## config.mk

```make
export PLATFORM = sky130hd
export DESIGN_NAME = instruction_fetch_ctrl
export DESIGN_NICKNAME = d
export VERILOG_FILES = /design/src/rtl/instruction_fetch_ctrl.sv
export SDC_FILE = /design/constraint.sdc
export NUM_CORES = 1
export LEC_CHECK = 0
export CORE_UTILIZATION = 55
export DETAILED_ROUTE_END_ITERATION = 7
export GPL_ROUTABILITY_DRIVEN = 0
export PLACE_DENSITY = 0.85
export SLEW_MARGIN = 30
export SYNTH_ARGS = -nofsm -noshare
export SYNTH_HDL_FRONTEND = slang
export SYNTH_SLANG_ARGS = --single-unit
export TNS_END_PERCENT = 5
```

## constraint.sdc

```tcl
create_clock -name clk -period 5.61 [get_ports clk]
set_input_delay 1.122 -clock clk [delete_from_list [all_inputs] [get_ports clk]]
set_output_delay 1.122 -clock clk [all_outputs]
set_load 0.005 [all_outputs]
```

## src/rtl/instruction_fetch_ctrl.sv

```systemverilog
`timescale 1ns/1ps
// Instruction fetch controller: PC sequencing, one in-flight fetch, one-entry skid buffer and output register.
// Optional misaligned-redirect fault detection is enabled by defining IFETCH_ALIGN_CHECK_EN.
module instruction_fetch_ctrl #(
    parameter int                   WORD_SIZE = 32,
    parameter logic [WORD_SIZE-1:0] RESET_PC  = '0
) (
    input  logic                 clk,
    input  logic                 rst_n,
    output logic [WORD_SIZE-1:0] imem_addr,
    input  logic [WORD_SIZE-1:0] imem_data,
    input  logic                 redirect_valid,
    input  logic [WORD_SIZE-1:0] redirect_pc,
    output logic [WORD_SIZE-1:0] instr,
    output logic [WORD_SIZE-1:0] instr_pc,
    output logic                 instr_valid,
    input  logic                 instr_ready
`ifdef IFETCH_ALIGN_CHECK_EN
    ,
    output logic                 fetch_fault
`endif
);

    localparam logic [WORD_SIZE-1:0] PC_STEP = WORD_SIZE'(4);

`ifdef IFETCH_ALIGN_CHECK_EN
    typedef enum logic [1:0] {ST_RUN, ST_HOLD, ST_FAULT} state_t;
`else
    typedef enum logic [1:0] {ST_RUN, ST_HOLD} state_t;
`endif

    state_t                 state_q, state_d;
    logic [WORD_SIZE-1:0]   pc_q, pc_d;
    logic                   inflight_valid_q, inflight_valid_d;
    logic [WORD_SIZE-1:0]   inflight_pc_q, inflight_pc_d;
    logic                   skid_valid_q, skid_valid_d;
    logic [WORD_SIZE-1:0]   skid_instr_q, skid_instr_d;
    logic [WORD_SIZE-1:0]   skid_pc_q, skid_pc_d;
    logic                   out_valid_q, out_valid_d;
    logic [WORD_SIZE-1:0]   out_instr_q, out_instr_d;
    logic [WORD_SIZE-1:0]   out_pc_q, out_pc_d;
    logic [WORD_SIZE-1:0]   redir_target;
    logic                   issue;

`ifdef IFETCH_ALIGN_CHECK_EN
    assign redir_target = redirect_pc;
`else
    // Without the checker the low two bits are simply dropped.
    assign redir_target = redirect_pc & ~WORD_SIZE'(3);
`endif

    always_comb begin
        state_d          = state_q;
        pc_d             = pc_q;
        inflight_valid_d = inflight_valid_q;
        inflight_pc_d    = inflight_pc_q;
        skid_valid_d     = skid_valid_q;
        skid_instr_d     = skid_instr_q;
        skid_pc_d        = skid_pc_q;
        out_valid_d      = out_valid_q;
        out_instr_d      = out_instr_q;
        out_pc_d         = out_pc_q;
        issue            = 1'b0;

`ifdef IFETCH_ALIGN_CHECK_EN
        if (state_q == ST_FAULT) begin
            inflight_valid_d = 1'b0;
            skid_valid_d     = 1'b0;
            out_valid_d      = 1'b0;
        end else
`endif
        if (redirect_valid) begin
            pc_d             = redir_target;
            inflight_valid_d = 1'b0;
            skid_valid_d     = 1'b0;
            out_valid_d      = 1'b0;
            state_d          = ST_RUN;
`ifdef IFETCH_ALIGN_CHECK_EN
            if (redirect_pc[1:0] != 2'b00) begin
                state_d = ST_FAULT;
            end
`endif
        end else begin
            issue            = (state_q == ST_RUN) && (!out_valid_q || instr_ready);
            inflight_valid_d = issue;
            if (issue) begin
                inflight_pc_d = pc_q;
                pc_d          = pc_q + PC_STEP;
            end

            if (out_valid_q && !instr_ready) begin
                // Output stalled: a returning response parks in the skid and fetch stops.
                if (inflight_valid_q) begin
                    skid_valid_d = 1'b1;
                    skid_instr_d = imem_data;
                    skid_pc_d    = inflight_pc_q;
                    state_d      = ST_HOLD;
                end
            end else if (skid_valid_q) begin
                out_valid_d  = 1'b1;
                out_instr_d  = skid_instr_q;
                out_pc_d     = skid_pc_q;
                skid_valid_d = 1'b0;
                state_d      = ST_RUN;
            end else if (inflight_valid_q) begin
                out_valid_d = 1'b1;
                out_instr_d = imem_data;
                out_pc_d    = inflight_pc_q;
            end else begin
                out_valid_d = 1'b0;
            end
        end
    end

    always_ff @(posedge clk or negedge rst_n) begin
        if (!rst_n) begin
            state_q          <= ST_RUN;
            pc_q             <= RESET_PC;
            inflight_valid_q <= 1'b0;
            inflight_pc_q    <= '0;
            skid_valid_q     <= 1'b0;
            skid_instr_q     <= '0;
            skid_pc_q        <= '0;
            out_valid_q      <= 1'b0;
            out_instr_q      <= '0;
            out_pc_q         <= '0;
        end else begin
            state_q          <= state_d;
            pc_q             <= pc_d;
            inflight_valid_q <= inflight_valid_d;
            inflight_pc_q    <= inflight_pc_d;
            skid_valid_q     <= skid_valid_d;
            skid_instr_q     <= skid_instr_d;
            skid_pc_q        <= skid_pc_d;
            out_valid_q      <= out_valid_d;
            out_instr_q      <= out_instr_d;
            out_pc_q         <= out_pc_d;
        end
    end

    assign imem_addr   = pc_q;
    assign instr       = out_instr_q;
    assign instr_pc    = out_pc_q;
    assign instr_valid = out_valid_q;
`ifdef IFETCH_ALIGN_CHECK_EN
    assign fetch_fault = (state_q == ST_FAULT);
`endif

endmodule

```

==> key figures, run 1 <==
Run status
  • Status: complete, no violations

Critical path
  • R2R depth: 5
  • Slowest cell on crit path: buf_4
  • Critical path peak fanout: 62
  • CP max stage delay: 0.65 ns
  • Worst EP required: 5.92 ns
  • CP cell instances: clkdlybuf4s50_1 > nor2b_1 > nand2_1 > nor2_4 > buf_4 > mux2_2
  • Kind of critical path: in -> reg
  • Arrival time worst endpoint: 3.68 ns
  • FF-to-FF End: skid_pc_q[25]$_DFFE_PN0P_
  • Reg-to-reg slack, setup: 3.00 ns
  • Critical Path Sink Type: flop
  • Crit start category: input pin
  • RR Startpoint: instr_valid$_DFFE_PN0N_

Timing
  • Final hold vios: 0
  • Setup_tns: 0 ns
  • Hold Worst Slack: 0.5065 ns
  • Fin crit period: 3.371 ns
  • Fmax: 0.2967 GHz
  • Setup violations, final: 0
  • Fin crit share: 60.08%
  • Unrepaired setup endpoints after global routing: false
  • Pins over their slew limit: 0
  • Least-Margin Pin Slew: 0.8876 ns
  • Final Skew: 0.008530 ns
  • Max_slew headroom: 40.83%
  • Worst setup margin: 2.239 ns

Power
  • Int Power: 2949 uW
  • Power Density: 378.9 mW/mm2
  • Switch Pwr: 1047 uW
  • Combinational Power Share: 20.7%
  • Leakage power: 0.004163 uW
  • Reg power frac: 47.8%
  • Clock share of power: 31.6%
  • Sw frac: 26.20%
  • Worst-case vdd ir drop: 0.0002296 V

Synthesis
  • Simple-gate share of the synthesized area: 10.56%
  • Post-synth EDFFs: 0
  • Compound-gate portion of the synthesized area: 7.667%
  • Post-synthesis xor/xnor area fraction: 0.9602%
  • Adder-cell area share of the yosys netlist: 0.1524%
  • Synth Cell Area: 0.008209 mm2
  • FFs w/ async S/R, synth: 100.0%
  • Sequential share of the synthesized area: 57.31%
  • Mapped Avg Cell Area: 11.86 um2
  • Mapped Cells: 692
  • Synth unique cells: 38
  • Largest family of logic cells by synthesized area: multiplexers
  • Mux contribution to synthesized area: 20.44%
  • Yosys warning count: 0
  • Synth Flop Type: dfrtp_1
  • Flops & latches, synth: 188

Floorplanning
  • Initial core utilization: 56.48%
  • Num rows: 44
  • I/O pins: 165
  • Core area: 0.01453 mm2
  • Die Y-Extent: 124.2 um
  • Die ar.: 0.01542 mm2
  • Width of the die: 124.2 um

GRT
  • All-layer global routing usage: 24.25%
  • Largest net degree at the start of global routing: 137
  • Number of global-route vias before repair: 5733
  • Initial antenna violation count: 0
  • Remaining Overflow, GRT: 0
  • First-pass GRT wire length: 28.49 mm

Run
  • Max Cap Viol: 0

CTS
  • PostCTS Resize Cnt: 0
  • Clock transition at path regs: 0.06 ns
  • Setup Buffers After CTS: 0
  • TritonCTS clock tree: built
  • Clk_lat worst skew: 0.43 ns
  • H-Tree Depth: 4
  • Clk sinks: 188
  • Root buf cell: clkbuf_16
  • Cts hold-fix bufs: 0
  • Clk buf depth: 2
  • CTS buffer count: 17

Drt
  • Routed WL: 18.31 mm
  • Drt via density: 5.815
  • Routed WL per cell: 17.78 um
  • Initial DRC count: 353
  • Antenna viol nets, final: 0
  • Drt drc: 0
  • Drt first pass iters: 6
  • Via Count: 5989

Cells and area
  • Commonest non-fill, non-tap cells in the layout: dfrtp_1, clkdlybuf4s50_1, mux2_2
  • Reg area: 0.004708 mm2
  • Diode count: 0
  • Ratio of cells with drive above 1 in the final layout: 16.43%
  • Multi-input logic area: 0.003298 mm2
  • Fill count: 995
  • Area Growth Syn to Fin: 28.47%
  • Nets: 902
  • Commonest non-fill, non-tap cell in the layout: dfrtp_1
  • Post-Route Utilization: 72.56%

Min path
  • Hold_sp: skid_instr_q[9]$_DFFE_PN0P_
  • WHS Endpoint: skid_instr_q[9]$_DFFE_PN0P_
  • Hold path cells: 1
  • Worst hold path type: reg -> reg

Placed design
  • Place WS: 1.851 ns
  • Post-DP HPWL: 11.95 mm
  • # port buffers: 158
[registers in the layout (all words and copies together) (netlist names)]
signal	count
instr	32
instr_pc	30
inflight_pc_q	30
inflight_valid_q	1
state_q	1
skid_instr_q	32
imem_addr	30
instr_valid	1
skid_valid_q	1
skid_pc_q	30
[synth_stat cells (5+ instances only)]
master / number / area [um2]
nand3_1: 13 / 65.06
mux2i_1: 63 / 630.6
o21ai_0: 13 / 65.06
nand4_1: 12 / 75.07
a21oi_1: 64 / 320.3
and3_1: 7 / 43.79
xor2_1: 5 / 43.79
buf_1: 5 / 18.77
mux2_2: 93 / 1047
clkbuf_1: 18 / 67.56
dfrtp_1: 188 / 4705
or4_1: 16 / 120.1
a31oi_1: 18 / 112.6
nand2_1: 21 / 78.83
nor2_1: 84 / 315.3
buf_2: 17 / 85.08
o31ai_1: 14 / 105.1
[kinds of logic (layout without fill, tap and decap cells)]
kind of cell | after synthesis | count (layout)
flip-flops | 188 | 188
other | 1 | 4
adder cells (fa/ha/maj) | 1 | 1
AND/OR/NAND/NOR | 176 | 176
multiplexers | 156 | 156
XOR/XNOR | 9 | 9
buffers and inverters | 49 | 200
AO/OA/AOI/OAI | 112 | 112
[worst max path at each step]
stage	start	end	slack, ns	depth (start not counted)
after global routing	instr_ready	skid_pc_q[8]$_DFFE_PN0P_	2.11	6
after global placement	instr_ready	skid_instr_q[20]$_DFFE_PN0P_	1.90	6
after detailed placement	instr_ready	skid_instr_q[2]$_DFFE_PN0P_	1.85	6
after CTS	instr_ready	skid_instr_q[11]$_DFFE_PN0P_	2.27	6
final	instr_ready	skid_pc_q[25]$_DFFE_PN0P_	2.24	6
after floorplan	instr_ready	imem_addr[27]$_DFFE_PN0P_	3.13	6
[worst max-delay path: cells and delay by family]
| family | cells | cell delay, ns |
|---|---|---|
| buf+inv | 2 | 1.10 |
| simple gates | 3 | 0.96 |
| mux | 1 | 0.42 |
[power by group through the flow]
stage / logic [uW] / registers (uW) / clock network [uW]
2_1_floorplan: 403 / 1880 / 0
3_3_place_gp: 791 / 1900 / 0
3_5_place_dp: 829 / 1930 / 0
4_1_cts: 837 / 1910 / 1280
5_1_grt: 909 / 1950 / 1330
6_report: 826 / 1910 / 1260
[cell type report]
class,instances,share of cell area (%)
Multi-Input combinational cell,458,31.27
Sequential cell,188,44.64
Inverter,3,0.1068
Tap cell,184,2.183
Clock inverter,15,1.851
Clock buffer,17,4.034
Timing Repair Buffer,165,15.91
[per-layer routing]
| layer | part of all wire, % | up-vias | track usage (%) |
|---|---|---|---|
| met5 | 0 | - | 0 |
| met4 | 1.4 | 0 | 8.185 |
| met3 | 5.8 | 25 | 5.311 |
| met2 | 49 | 200 | 39.16 |
| met1 | 44 | 2995 | 32.44 |
| li1 | - | 2769 | - |
[per-stage QoR]
stage	instances	power (uW)	cell area [um2]
6_report	1030	3996	10550
5_1_grt	1030	4193	10550
4_1_cts	1030	4026	10550
3_5_place_dp	998	2758	9926
3_3_place_gp	996	2696	9871
2_1_floorplan	695	2281	8220
Note: power is estimated with default switching activity, not from simulation.
==> run 2, diff against run 1 <==
Settings changed: CORE_UTILIZATION 55 to 52, PLACE_DENSITY 0.85 to 0.81.
Clock period 5.61 ns to 3.26 ns, I/O delays scaled along.
==> run 2 against run 1 <==
  * Non-clock buffer count grew 3
  * Wire length rose by 2.5%
  * Clock skew is 0.0011 ns lower
  * Power is 70% higher
  * Worst setup slack lost 1.4 ns
  * Critical path depth decreased by 1
  * Worst hold slack worse by 0.27 ns
  * First-iteration DRC count grew 18%
  * Largest cell class unchanged
==> key figures, run 2 (synthesis results as in run 1) <==
Cells and area
  • Area Growth Syn to Fin: 29.01%
  • Ratio of cells with drive above 1 in the final layout: 16.61%
  • Post-route cell area: 0.01059 mm2
  • Commonest non-fill, non-tap cells in the layout: dfrtp_1, clkdlybuf4s50_1, mux2_2
  • Commonest non-fill, non-tap cell in the layout: dfrtp_1
  • Diode count: 0
  • Reg area: 0.004708 mm2
  • Fin cells: 1060
  • Nets: 905
  • Fill count: 1109
  • Multi-input logic area: 0.003298 mm2

Placed design
  • Post-DP HPWL: 12.43 mm
  • # port buffers: 158
  • Area post-placement: 0.009992 mm2
  • Placed cells: 1028
  • Place WS: 0.4823 ns

Run status
  • Status: complete, no violations

CTS
  • Root buf cell: clkbuf_16
  • Setup Buffers After CTS: 0
  • Clk_lat worst skew: 0.43 ns
  • TritonCTS clock tree: built
  • CTS buffer count: 17
  • Clk sinks: 188
  • Cts hold-fix bufs: 0
  • Clk buf depth: 2
  • Clock transition at path regs: 0.07 ns
  • H-Tree Depth: 4
  • PostCTS Resize Cnt: 0

Timing
  • Final Skew: 0.007474 ns
  • Max_slew headroom: 58.92%
  • Least-Margin Pin Slew: 0.6163 ns
  • Fmax: 0.4188 GHz
  • Setup violations, final: 0
  • Worst setup margin: 0.8720 ns
  • Unrepaired setup endpoints after global routing: false
  • Setup_tns: 0 ns
  • Final hold vios: 0
  • Fin crit period: 2.388 ns
  • Fin crit share: 73.25%
  • Pins over their slew limit: 0

Run
  • Max Cap Viol: 0

Drt
  • Initial DRC count: 416
  • Via Count: 6059
  • Routed WL per cell: 17.71 um
  • Routed WL: 18.78 mm
  • Drt first pass iters: 5
  • Drt via density: 5.716
  • Antenna viol nets, final: 0
  • Drt drc: 0

Floorplanning
  • Initial core utilization: 53.60%
  • Die ar.: 0.01629 mm2
  • Core area: 0.01531 mm2
  • Die Y-Extent: 127.6 um
  • Width of the die: 127.6 um
  • Num rows: 45
  • I/O pins: 165

Power
  • Power Density: 642.2 mW/mm2
  • Worst-case vdd ir drop: 0.0004115 V
  • Leakage power: 0.004167 uW
  • Tot Pwr: 6801 uW

GRT
  • All-layer global routing usage: 23.96%
  • First-pass GRT wire length: 30.26 mm
  • Remaining Overflow, GRT: 0
  • Largest net degree at the start of global routing: 125
  • Initial antenna violation count: 0
  • Number of global-route vias before repair: 6053

Min path
  • Worst hold path type: in -> async

Critical path
  • Crit start category: input pin
  • Arrival time worst endpoint: 2.73 ns
  • Kind of critical path: in -> reg
  • Worst EP required: 3.61 ns
  • Critical path peak fanout: 14
  • Critical Path Sink Type: flop
-- run 2: final timing paths --
check / cells past startpoint / to / slack (ns) / startpoint
setup / recovery: 5 / imem_addr[20]$_DFFE_PN0P_ / 0.87 / instr_ready
hold / removal: 1 / instr[1]$_DFFE_PN0P_ / 0.23 / rst_n
setup reg to reg: 5 / imem_addr[20]$_DFFE_PN0P_ / 0.93 / imem_addr[2]$_DFFE_PN0P_
hold reg to reg: 1 / skid_instr_q[14]$_DFFE_PN0P_ / 0.51 / skid_instr_q[14]$_DFFE_PN0P_
max in group asynchronous: 2 / inflight_pc_q[5]$_DFFE_PN0P_ / 2.16 / rst_n
min in group clk: 1 / skid_instr_q[14]$_DFFE_PN0P_ / 0.51 / skid_instr_q[14]$_DFFE_PN0P_
-- run 2: final cells by class --
class | instances | share of cell area, %
clock inverter | 14 | 1.595
sequential | 188 | 44.46
timing repair buffer | 168 | 16.15
tap | 211 | 2.493
multi-input combinational | 458 | 31.14
inverter | 3 | 0.1063
clock buffer | 18 | 4.052
-- run 2: metal layers --
metal	share of wire, %	track usage [%]	vias up
met5	0	0	-
met1	44	32.12	2988
met3	5.5	4.899	35
met2	49	38.99	250
li1	-	-	2786
met4	1.8	8.443	0
-- run 2: worst max-delay path, cell delays in order --
cell and delay, ns:
clkdlybuf4s50_1 0.51, or2b_1 0.25, nand3_1 0.47, or4_1 0.64, a31oi_1 0.20
-- run 2: power by group --
part	total, uW	internal (uW)	switching (uW)
clock network	2080	1210	875
registers	3280	2900	385
logic	1430	898	533
-- run 2: per-stage QoR --
stage,hold WS [ns],utilization (%)
after global placement,0.4881,65.25
after CTS,0.2629,69.15
after detailed placement,0.4952,65.25
after floorplan,0.3564,-
after global routing,0.2686,69.15
final,0.2336,69.15
==> run 3, diff against run 2 <==
Settings changed: CORE_UTILIZATION 52 to 47, PLACE_DENSITY 0.81 to 0.77.
Clock period 3.26 ns to 2.15 ns, I/O delays scaled along.
==> run 3 against run 2 <==
  * Via count is 2.1% lower
  * Die area is 10% higher
  * Clock skew down 0.0014 ns
  * Critical path depth increased by 1
  * Sequential power is 50% higher
  * Wire length decreased by 3.1%
  * First-iteration DRC count is 23% lower
  * Sequential cell count did not move
  * Core utilization down 4.2 points
  * Cell count grew 3.6%
  * Largest cell class unchanged
==> key figures, run 3 (synthesis results as in run 1) <==
Run status
  • Status: complete, no violations

Cells and area
  • Fill count: 1383
  • Area Growth Syn to Fin: 33.03%
  • Nets: 934
  • Ratio of cells with drive above 1 in the final layout: 19.36%
  • Post-route cell area: 0.01092 mm2
  • Commonest non-fill, non-tap cell in the layout: dfrtp_1
  • Commonest non-fill, non-tap cells in the layout: dfrtp_1, clkdlybuf4s50_1, mux2_2
  • Diode count: 0

Critical path
  • Worst EP required: 2.50 ns
  • CP Capture Point: imem_addr[28]$_DFFE_PN0P_
  • Setup crit start: imem_addr[2]$_DFFE_PN0P_
  • Critical path peak fanout: 14
  • RR Startpoint: imem_addr[2]$_DFFE_PN0P_
  • FF-to-FF End: imem_addr[28]$_DFFE_PN0P_
  • Reg-to-reg slack, setup: 0.14 ns
  • R2R depth: 6
  • Critical Path Sink Type: flop
  • Crit start category: flop
  • Kind of critical path: reg -> reg
  • Arrival time worst endpoint: 2.36 ns

Power
  • Int Power: 7474 uW
  • Worst-case vdd ir drop: 0.0006309 V
  • Combinational Power Share: 21.7%
  • Tot Pwr: 10320 uW
  • Leakage power: 0.004340 uW
  • Switch Pwr: 2847 uW
  • Sw frac: 27.59%
  • Clock share of power: 30.5%
  • Reg power frac: 47.8%
  • Power Density: 945.1 mW/mm2

Floorplanning
  • Num rows: 47
  • Initial core utilization: 48.81%
  • I/O pins: 165
  • Die Y-Extent: 134.2 um
  • Width of the die: 134.2 um
  • Core area: 0.01682 mm2
  • Die ar.: 0.01800 mm2

CTS
  • Clk buf depth: 2
  • Clk_lat worst skew: 0.43 ns
  • TritonCTS clock tree: built
  • PostCTS Resize Cnt: 0
  • CTS buffer count: 17
  • Clk sinks: 188
  • Clock transition at path regs: 0.07 ns
  • H-Tree Depth: 4
  • Root buf cell: clkbuf_16

Timing
  • Pins over their slew limit: 0
  • Setup violations, final: 0
  • Fin crit share: 93.62%
  • Hold Worst Slack: 0.5075 ns
  • Max_slew headroom: 65.47%
  • Least-Margin Pin Slew: 0.5179 ns
  • Final hold vios: 0
  • Unrepaired setup endpoints after global routing: false
  • Final Skew: 0.006041 ns
  • Fin crit period: 2.013 ns
  • Fmax: 0.4968 GHz
  • Setup_tns: 0 ns

Drt
  • Via Count: 5934
  • Antenna viol nets, final: 0
  • Drt drc: 0
  • Drt via density: 5.404
  • Drt first pass iters: 5
  • Routed WL: 18.20 mm
  • Initial DRC count: 319
  • Routed WL per cell: 16.57 um

GRT
  • Initial antenna violation count: 0
  • Remaining Overflow, GRT: 0
  • First-pass GRT wire length: 29.70 mm
  • Largest net degree at the start of global routing: 64
  • Number of global-route vias before repair: 5866
  • All-layer global routing usage: 21.21%

Min path
  • Hold path cells: 1
  • Worst hold path type: reg -> reg

Placed design
  • Post-DP HPWL: 12.43 mm
  • Area post-placement: 0.01031 mm2
  • # port buffers: 158

Run
  • Max Cap Viol: 0
## run 3: per-stage QoR
stage                     utilization [%]  instances  worst slack (ns)
after floorplan                         -        695            0.3132
after CTS                           64.93       1098            0.1275
after detailed placement            61.32       1065           -0.1524
after global routing                64.93       1098           0.01480
after global placement              61.32       1065          -0.07798
final                               64.93       1098            0.1372
## run 3: layer usage
layer | track usage, % | vias up | wire [um]
met5 | 0 | - | 0
met4 | 6.242 | 0 | 197
met3 | 4.649 | 16 | 915
met2 | 33.22 | 190 | 8567
met1 | 29.71 | 2894 | 8514
li1 | - | 2834 | -
## run 3: worst min-delay path by stage
stage | slack [ns] | to | from
2_1_floorplan | 0.13 | imem_addr[10]$_DFFE_PN0P_ | rst_n
3_3_place_gp | 0.44 | instr[1]$_DFFE_PN0P_ | rst_n
3_5_place_dp | 0.45 | instr[1]$_DFFE_PN0P_ | rst_n
4_1_cts | 0.51 | skid_instr_q[18]$_DFFE_PN0P_ | skid_instr_q[18]$_DFFE_PN0P_
5_1_grt | 0.52 | skid_instr_q[28]$_DFFE_PN0P_ | skid_instr_q[28]$_DFFE_PN0P_
6_report | 0.51 | skid_instr_q[17]$_DFFE_PN0P_ | skid_instr_q[17]$_DFFE_PN0P_
## run 3: power by group through the flow
stage,logic [uW],registers (uW),clock network [uW]
after global routing,2460,5050,3370
after global placement,2200,4950,0
after floorplan,1050,4900,0
final,2240,4930,3150
after detailed placement,2260,5000,0
after CTS,2280,4940,3220
## run 3: worst max-delay path, cell delays in order (launching register included)
cell and delay (ns):
dfrtp_1 0.47, ha_1 0.26, and3_1 0.22, nand3_1 0.14, buf_12 0.17, or4_1 0.49, a31oi_1 0.17
## run 3: final cells by class
type | count | area [um2] | area share, %
inverter | 3 | 11.26 | 0.1031
timing repair buffer | 197 | 2031 | 18.60
clock buffer | 17 | 425.4 | 3.895
sequential | 188 | 4708 | 43.11
multi-input combinational | 458 | 3298 | 30.20
tap | 220 | 275.3 | 2.521
clock inverter | 15 | 171.4 | 1.570
## run 3: timing repair
item / in CTS / in global routing
buffers inserted: 0 / 0
endpoints found under the hold margin: 18 / 0
hold buffers: 1 / 0
setup endpoints to repair: 0 / 0
